$ cat config.mk
export PLATFORM = sky130hd
export DESIGN_NAME = alu_exec_stage
export DESIGN_NICKNAME = d
export VERILOG_FILES = /design/src/rtl/alu_pkg.sv /design/src/rtl/alu_shifter_iter.sv /design/src/rtl/alu_exec_stage.sv
export SDC_FILE = /design/constraint.sdc
export NUM_CORES = 1
export LEC_CHECK = 0
export BUFFER_PORTS_ARGS = -buffer_cell sky130_fd_sc_hd__buf_2
export CAP_MARGIN = 20
export CORE_MARGIN = 4
export CORE_UTILIZATION = 50
export CTS_BUF_LIST = sky130_fd_sc_hd__clkbuf_8
export CTS_CLUSTER_SIZE = 24
export DETAILED_ROUTE_END_ITERATION = 7
export PLACE_DENSITY = 0.67
export SYNTH_ARGS = -nofsm -noshare
export SYNTH_HDL_FRONTEND = slang
export SYNTH_SLANG_ARGS = --single-unit
$ cat constraint.sdc
create_clock -name clk -period 2.7 [get_ports clk]
set_input_delay 0.54 -clock clk [delete_from_list [all_inputs] [get_ports clk]]
set_output_delay 0.54 -clock clk [all_outputs]
set_load 0.01 [all_outputs]
$ cat src/rtl/alu_pkg.sv
`default_nettype none
// ============================================================================
//  Module      : alu_pkg
//  Description : Shared operation codes, FSM state type and opcode helpers
//                for the execute-stage ALU.
//  Revision    : 1.0 - initial release
// ============================================================================
package alu_pkg;

    // Operation codes driven by the ALU controller
    localparam logic [3:0] OP_AND   = 4'b0000;
    localparam logic [3:0] OP_OR    = 4'b0001;
    localparam logic [3:0] OP_ADD   = 4'b0010;
    localparam logic [3:0] OP_JAL   = 4'b0011;
    localparam logic [3:0] OP_SLL   = 4'b0100;
    localparam logic [3:0] OP_SRL   = 4'b0101;
    localparam logic [3:0] OP_XOR   = 4'b0110;
    localparam logic [3:0] OP_SRA   = 4'b0111;
    localparam logic [3:0] OP_BEQ   = 4'b1000;
    localparam logic [3:0] OP_BNE   = 4'b1001;
    localparam logic [3:0] OP_BLT   = 4'b1010;
    localparam logic [3:0] OP_BGE   = 4'b1011;
    localparam logic [3:0] OP_SLT   = 4'b1100;
    localparam logic [3:0] OP_RSV_D = 4'b1101;
    localparam logic [3:0] OP_RSV_E = 4'b1110;
    localparam logic [3:0] OP_RSV_F = 4'b1111;

    // Execute-stage control states
    typedef enum logic [1:0] {
        ST_IDLE  = 2'd0,
        ST_SHIFT = 2'd1,
        ST_DONE  = 2'd2
    } state_t;

    // Ops that go through the iterative shifter
    function automatic logic is_shift_op(input logic [3:0] op);
        return (op == OP_SLL) || (op == OP_SRL) || (op == OP_SRA);
    endfunction

    // Conditional branches (BEQ/BNE/BLT/BGE share the 10xx prefix)
    function automatic logic is_branch_op(input logic [3:0] op);
        return (op[3:2] == 2'b10);
    endfunction

endpackage
`default_nettype wire

$ cat src/rtl/alu_shifter_iter.sv
`default_nettype none
// ============================================================================
//  Module      : alu_shifter_iter
//  Description : Multi-cycle shifter. Moves at most SHIFT_STEP bit positions
//                per cycle; done is asserted in the cycle whose step brings
//                the remaining count to zero, with result valid alongside.
//  Revision    : 1.0 - initial release
// ============================================================================
module alu_shifter_iter
    import alu_pkg::*;
#(
    parameter int DATA_W     = 32,
    parameter int SHIFT_STEP = 4
) (
    input  logic              clk,
    input  logic              rst_n,
    input  logic              clear,
    input  logic              start,
    input  logic [3:0]        op,
    input  logic [DATA_W-1:0] value,
    input  logic [4:0]        shamt,
    output logic              done,
    output logic [DATA_W-1:0] result
);

    localparam int             CNT_W = 6;
    localparam logic [CNT_W-1:0] STEP = CNT_W'(SHIFT_STEP);

    logic [DATA_W-1:0]   r_work;
    logic [CNT_W-1:0]    r_remaining;
    logic [3:0]          r_op;
    logic                r_sign;

    logic [CNT_W-1:0]    w_k;
    logic [2*DATA_W-1:0] w_ext;
    logic [2*DATA_W-1:0] w_right;
    logic [DATA_W-1:0]   w_next;
    logic                w_busy;

    assign w_busy = (r_remaining != '0);
    assign done   = w_busy && (r_remaining <= STEP);
    assign result = w_next;

    // One shift step: k = min(SHIFT_STEP, remaining); SRA fills with the
    // sign of the original operand, captured at start.
    always_comb begin
        w_k     = (r_remaining < STEP) ? r_remaining : STEP;
        w_ext   = (r_op == OP_SRA) ? {{DATA_W{r_sign}}, r_work}
                                   : {{DATA_W{1'b0}}, r_work};
        w_right = w_ext >> w_k;
        if (r_op == OP_SLL) begin
            w_next = r_work << w_k;
        end else begin
            w_next = w_right[DATA_W-1:0];
        end
    end

    // Working value and remaining-count register; clear aborts a shift
    always_ff @(posedge clk or negedge rst_n) begin
        if (!rst_n) begin
            r_work      <= '0;
            r_remaining <= '0;
            r_op        <= OP_AND;
            r_sign      <= 1'b0;
        end else if (clear) begin
            r_remaining <= '0;
        end else if (start) begin
            r_work      <= value;
            r_remaining <= {1'b0, shamt};
            r_op        <= op;
            r_sign      <= value[DATA_W-1];
        end else if (w_busy) begin
            r_work      <= w_next;
            r_remaining <= r_remaining - w_k;
        end
    end

endmodule
`default_nettype wire

$ cat src/rtl/alu_exec_stage.sv
`default_nettype none
// ============================================================================
//  Module      : alu_exec_stage
//  Description : Execute-stage ALU with valid/ready handshakes. Logic, add,
//                compare and branch ops finish in one cycle; shifts iterate
//                through alu_shifter_iter. Flush kills any in-flight op.
//  Revision    : 1.0 - initial release
// ============================================================================
module alu_exec_stage
    import alu_pkg::*;
#(
    parameter int DATA_W     = 32,
    parameter int SHIFT_STEP = 4,
    parameter int TAG_W      = 5
) (
    input  logic              clk,
    input  logic              rst_n,
    input  logic              flush,
    input  logic              in_valid,
    output logic              in_ready,
    input  logic [3:0]        Operation,
    input  logic [DATA_W-1:0] SrcA,
    input  logic [DATA_W-1:0] SrcB,
    input  logic [TAG_W-1:0]  in_tag,
    output logic              out_valid,
    input  logic              out_ready,
    output logic [DATA_W-1:0] ALUResult,
    output logic              branch_taken,
    output logic [TAG_W-1:0]  out_tag
);

    state_t              r_state;
    state_t              w_state_next;

    logic [DATA_W-1:0]   r_result;
    logic                r_branch;
    logic [TAG_W-1:0]    r_tag;
    logic [TAG_W-1:0]    r_pend_tag;

    logic                w_accept;
    logic                w_shift_go;
    logic                w_sh_done;
    logic                w_sh_load;
    logic [DATA_W-1:0]   w_sh_result;
    logic [DATA_W-1:0]   w_result;
    logic                w_branch;
    logic [DATA_W-1:0]   w_sum;
    logic                w_lt;
    logic                w_eq;

    assign in_ready   = !flush && ((r_state == ST_IDLE) ||
                                   ((r_state == ST_DONE) && out_ready));
    assign w_accept   = in_valid && in_ready;
    assign w_shift_go = is_shift_op(Operation) && (SrcB[4:0] != 5'd0);
    assign w_sh_load  = (r_state == ST_SHIFT) && w_sh_done && !flush;

    assign out_valid    = (r_state == ST_DONE);
    assign ALUResult    = r_result;
    assign branch_taken = r_branch;
    assign out_tag      = r_tag;

    alu_shifter_iter #(
        .DATA_W     (DATA_W),
        .SHIFT_STEP (SHIFT_STEP)
    ) u_shifter (
        .clk    (clk),
        .rst_n  (rst_n),
        .clear  (flush),
        .start  (w_accept && w_shift_go),
        .op     (Operation),
        .value  (SrcA),
        .shamt  (SrcB[4:0]),
        .done   (w_sh_done),
        .result (w_sh_result)
    );

    // Single-cycle datapath; a shift by zero simply passes SrcA through
    always_comb begin
        w_sum    = SrcA + SrcB;
        w_lt     = ($signed(SrcA) < $signed(SrcB));
        w_eq     = (SrcA == SrcB);
        w_result = '0;
        w_branch = 1'b0;
        case (Operation)
            OP_AND: w_result = SrcA & SrcB;
            OP_OR:  w_result = SrcA | SrcB;
            OP_ADD: w_result = w_sum;
            OP_XOR: w_result = SrcA ^ SrcB;
            OP_SLL, OP_SRL, OP_SRA: w_result = SrcA;
            OP_SLT: w_result = DATA_W'(w_lt);
            OP_BEQ: begin w_result = DATA_W'(w_eq);  w_branch = w_eq;  end
            OP_BNE: begin w_result = DATA_W'(!w_eq); w_branch = !w_eq; end
            OP_BLT: begin w_result = DATA_W'(w_lt);  w_branch = w_lt;  end
            OP_BGE: begin w_result = DATA_W'(!w_lt); w_branch = !w_lt; end
            OP_JAL: begin w_result = SrcA + DATA_W'(4); w_branch = 1'b1; end
            default: begin w_result = '0; w_branch = 1'b0; end
        endcase
    end

    // Next-state logic; flush overrides everything
    always_comb begin
        w_state_next = r_state;
        if (flush) begin
            w_state_next = ST_IDLE;
        end else begin
            case (r_state)
                ST_IDLE: begin
                    if (w_accept) begin
                        w_state_next = w_shift_go ? ST_SHIFT : ST_DONE;
                    end
                end
                ST_SHIFT: begin
                    if (w_sh_done) begin
                        w_state_next = ST_DONE;
                    end
                end
                ST_DONE: begin
                    if (w_accept) begin
                        w_state_next = w_shift_go ? ST_SHIFT : ST_DONE;
                    end else if (out_ready) begin
                        w_state_next = ST_IDLE;
                    end
                end
                default: w_state_next = ST_IDLE;
            endcase
        end
    end

    // State register
    always_ff @(posedge clk or negedge rst_n) begin
        if (!rst_n) begin
            r_state <= ST_IDLE;
        end else begin
            r_state <= w_state_next;
        end
    end

    // Result registers: loaded at accept for one-cycle ops, or at the last
    // shift step; a shift's tag waits in r_pend_tag so visible outputs keep
    // their previous values until the new result is actually ready.
    always_ff @(posedge clk or negedge rst_n) begin
        if (!rst_n) begin
            r_result   <= '0;
            r_branch   <= 1'b0;
            r_tag      <= '0;
            r_pend_tag <= '0;
        end else if (w_accept && !w_shift_go) begin
            r_result <= w_result;
            r_branch <= w_branch;
            r_tag    <= in_tag;
        end else if (w_accept) begin
            r_pend_tag <= in_tag;
        end else if (w_sh_load) begin
            r_result <= w_sh_result;
            r_branch <= 1'b0;
            r_tag    <= r_pend_tag;
        end
    end

endmodule
`default_nettype wire

==> qor.yml <==
global_routing:
  grt_max_degree: 43
  grt.total_usage_pct: 34.4
  grt_pass1_wl_mm: 70.7
  grt_pass1_vias: 12800
  grt_overflow: 0
  antenna_found_initial: 1
critical_path:
  crit_path_start: "SrcB[1]"
  reg2reg_to: "ALUResult[17]"
  endpoint_kind: "flip-flop"
  cp_slowest_cell: "a311oi_1"
  r2r_slack_ns: 0.08
  cpPeakStageDelay_ns: 0.39
  cp_common_cell: "buf_4"
  r2r.worst_path.cells: 10
  r2r-start: "u_shifter.r_remaining[2]"
  path_class: "input port to flip-flop"
  cp-endpoint: "ALUResult[23]"
  worst_ep_required_time_ns: 2.94
  worstPathArrival_ns: 2.86
  crit_chain: "buf_2 > inv_1 > ha_4 > a21oi_2 > o211ai_1 > a211o_1 > a2bb2oi_2 > buf_4 > buf_4 > nand2_1 > a311oi_1 > buf_4 > o21ai_1"
  cp_max_fo: 3
  worstSetupStartpointType: "input port"
synthesis:
  synthMuxAreaShare_pct: 11.0
  synth_area_per_cell_um2: 7.53
  yosysWarnings: 0
  synth_ff_type: "dfrtp_1"
  yosysUniqueCellTypes: 81
  synth-async-reset-ratio_pct: 100
  synth-xor-area-share_pct: 3.44
  synth-compound-area-share_pct: 26.6
  synth_cells: 1521
  synth-seq-cells: 88
  seq_area_frac_synth_pct: 19.2
  synth_fa_ha_area_share_pct: 11.0
  synth-simple-area-share_pct: 21.2
  synth_nets: 1699
  synth_area_mm2: 0.0114
  synth_top_family_by_area: "compound AO/OA/AOI/OAI gates"
  synth-edff-count: 0
power:
  p_int_mw: 4.54
  cellPowerDensity_mw_per_mm2: 553
  sw_frac_of_total_pct: 45.8
  switching_power_mw: 3.84
  ir_worst_vdd_mv: 0.342
  power_frac_seq_pct: 28.2
  comb_power_share_pct: 58.9
  pwr-share-clk_pct: 12.9
  p_leak_nw: 7.10
routing:
  ant_nets: 0
  via_count: 13300
  drcViolationCount: 0
  wl_per_cell_um: 21.0
  wirelength_mm: 45.3
  first_iter_violations: 1755
  drt-vias-per-instance: 6.16
  detail_route.first_pass.iterations: 6
floorplanning:
  die_w_um: 159
  num_io_pins: 118
  die_area_mm2: 0.0254
  start_util_pct: 50.7
  rows: 55
  core_mm2: 0.0226
  fp.dieH_um: 159
placement:
  place_area_mm2: 0.0146
  port_buffers: 117
  place_congestion: 1.01
  place_hpwl_mm: 36.0
sta:
  slew_headroom_pct: 47.4
  setup_viol: 0
  tns_ns: 0
  finalHoldViolCount: 0
  max_freq_ghz: 0.381
  fin_crit_sh_pct: 97.1
  rsz0062_at_grt: "yes"
  fin_worst_skew_ns: 0.0206
  period_needed_ns: 2.62
  worstMarginPinSlew_ns: 0.789
  maxSlewViolCount: 0
  holdWs_ns: 0.128
clocking:
  cts_root_buf: "clkbuf_8"
  clockBufferDepth: 2
  cts_tree: "yes"
  htreeDepth: 3
  path_clk_slew_ns: 0.11
  holdBufCountCts: 0
  cts_sinks: 88
  clock_latency_ns: 0.37
  cts_buffers: 9
final_layout:
  nNetsFinal: 2046
  drive_above_1_share_pct: 31.4
  finalInstanceArea_mm2: 0.0151
  fin_util_pct: 67.0
  synthToLayoutAreaGrowth_pct: 32.2
status:
  status: "complete, no violations"
worst_hold_path:
  holdCritPathClass: "input port to async pin"
job:
  maxCapViolations: 0
-- metrics by stage --
| stage | power (mW) | setup slack, ns | instances |
|---|---|---|---|
| after floorplan | 5.09 | -0.0169 | 1521 |
| after global placement | 6.98 | -0.467 | 2141 |
| after detailed placement | 7.07 | -0.458 | 2141 |
| after CTS | 8.16 | 0.00755 | 2157 |
| after global routing | 8.90 | -0.112 | 2158 |
| final | 8.37 | 0.0772 | 2159 |
-- sequential cells by signal (all words and copies together) (netlist names), 2 cells and up --
register               count
ALUResult                 32
out_tag                    5
r_pend_tag                 5
r_state                    2
u_shifter.r_op             4
u_shifter.r_remaining      6
u_shifter.r_work          32
-- cell families (layout without fill, tap and decap cells) --
group,Yosys count,after routing
other cells,2,3
simple gates,519,519
xor+xnor,45,45
flops,88,88
buf+inv,209,561
mux,82,82
fa+ha+maj,100,100
compound gates,476,476
-- synth_stat cells (all sizes together), types with 16 or more instances --
cell type | n | share of area [%]
a22oi | 17 | 1.2
nor3 | 27 | 1.2
xnor2 | 35 | 2.7
clkbuf | 97 | 3.2
a21oi | 111 | 4.9
nand2 | 169 | 5.6
dfrtp | 88 | 19
nand3 | 39 | 1.7
o221ai | 23 | 1.8
mux4 | 35 | 6.9
or3 | 17 | 0.93
nor2 | 156 | 5.1
inv | 83 | 2.7
a31oi | 20 | 1.1
and3 | 20 | 1.1
a21o | 17 | 1.1
o21ai | 136 | 5.9
o22ai | 16 | 0.87
buf | 29 | 1.4
mux2i | 43 | 3.8
a211oi | 40 | 2.7
ha | 99 | 11
-- critical path, delay by kind of cell --
family	cells	cell delay, ns
buf+inv	5	0.70
simple gates	1	0.08
fa+ha+maj	1	0.23
compound gates	6	1.29
-- worst min-delay path by stage --
stage                       from                 to  slack [ns]  depth (start not counted)
6_report                   rst_n         out_tag[3]        0.13                          1
5_1_grt                    rst_n  u_shifter.r_op[2]        0.15                          1
4_1_cts                    rst_n         out_tag[3]        0.14                          1
3_5_place_dp   u_shifter.r_op[2]  u_shifter.r_op[2]        0.45                          1
3_3_place_gp   u_shifter.r_op[2]  u_shifter.r_op[2]        0.44                          1
2_1_floorplan              rst_n       ALUResult[0]        0.24                          0
-- area by class of cell --
cell class	instances	area, um^2
Antenna cell	1	2.50
Clock buffer	10	138
Clock inverter	6	95.1
Fill cell	2009	7440
Inverter	83	319
Multi-Input combinational cell	1224	8740
Sequential cell	88	2200
Tap cell	285	357
Timing Repair Buffer	462	3280
-- power groups by stage --
| stage | clock, mW | combinational, mW | sequential [mW] |
|---|---|---|---|
| 2_1_floorplan | 0 | 3.00 | 2.09 |
| 3_3_place_gp | 0 | 4.66 | 2.33 |
| 3_5_place_dp | 0 | 4.74 | 2.34 |
| 4_1_cts | 1.09 | 4.76 | 2.32 |
| 5_1_grt | 1.15 | 5.36 | 2.40 |
| 6_report | 1.08 | 4.93 | 2.36 |
-- routing by layer --
layer / track usage, % / part of all wire [%] / vias to the layer above
met1: 48.0 / 43 / 6327
met3: 5.95 / 9.0 / 86
met4: 10.0 / 3.1 / 0
met2: 55.0 / 45 / 665
li1: - / - / 6220
met5: 0 / 0 / -
-- timing repair --
action	4_1_cts	5_1_grt
resized for setup	4	64
endpoints found under the setup margin	4	31
pin swaps	0	14
setup buffers	0	1
-- layout by cell type, fill, tap and decap left out, drive strengths merged, types with 17 or more instances in the layout --
master,netlist,layout
xnor2,35,35
and3,20,20
a211oi,40,40
nand3,39,39
nor2,156,156
nand2,169,169
a21oi,111,111
mux2i,43,43
dfrtp,88,88
inv,83,86
a21o,17,17
mux4,35,35
o21ai,136,136
ha,99,99
a31oi,20,20
or3,17,17
buf,29,461
nor3,27,27
a22oi,17,17
o221ai,23,23
Power figures use the tool's default switching activity.
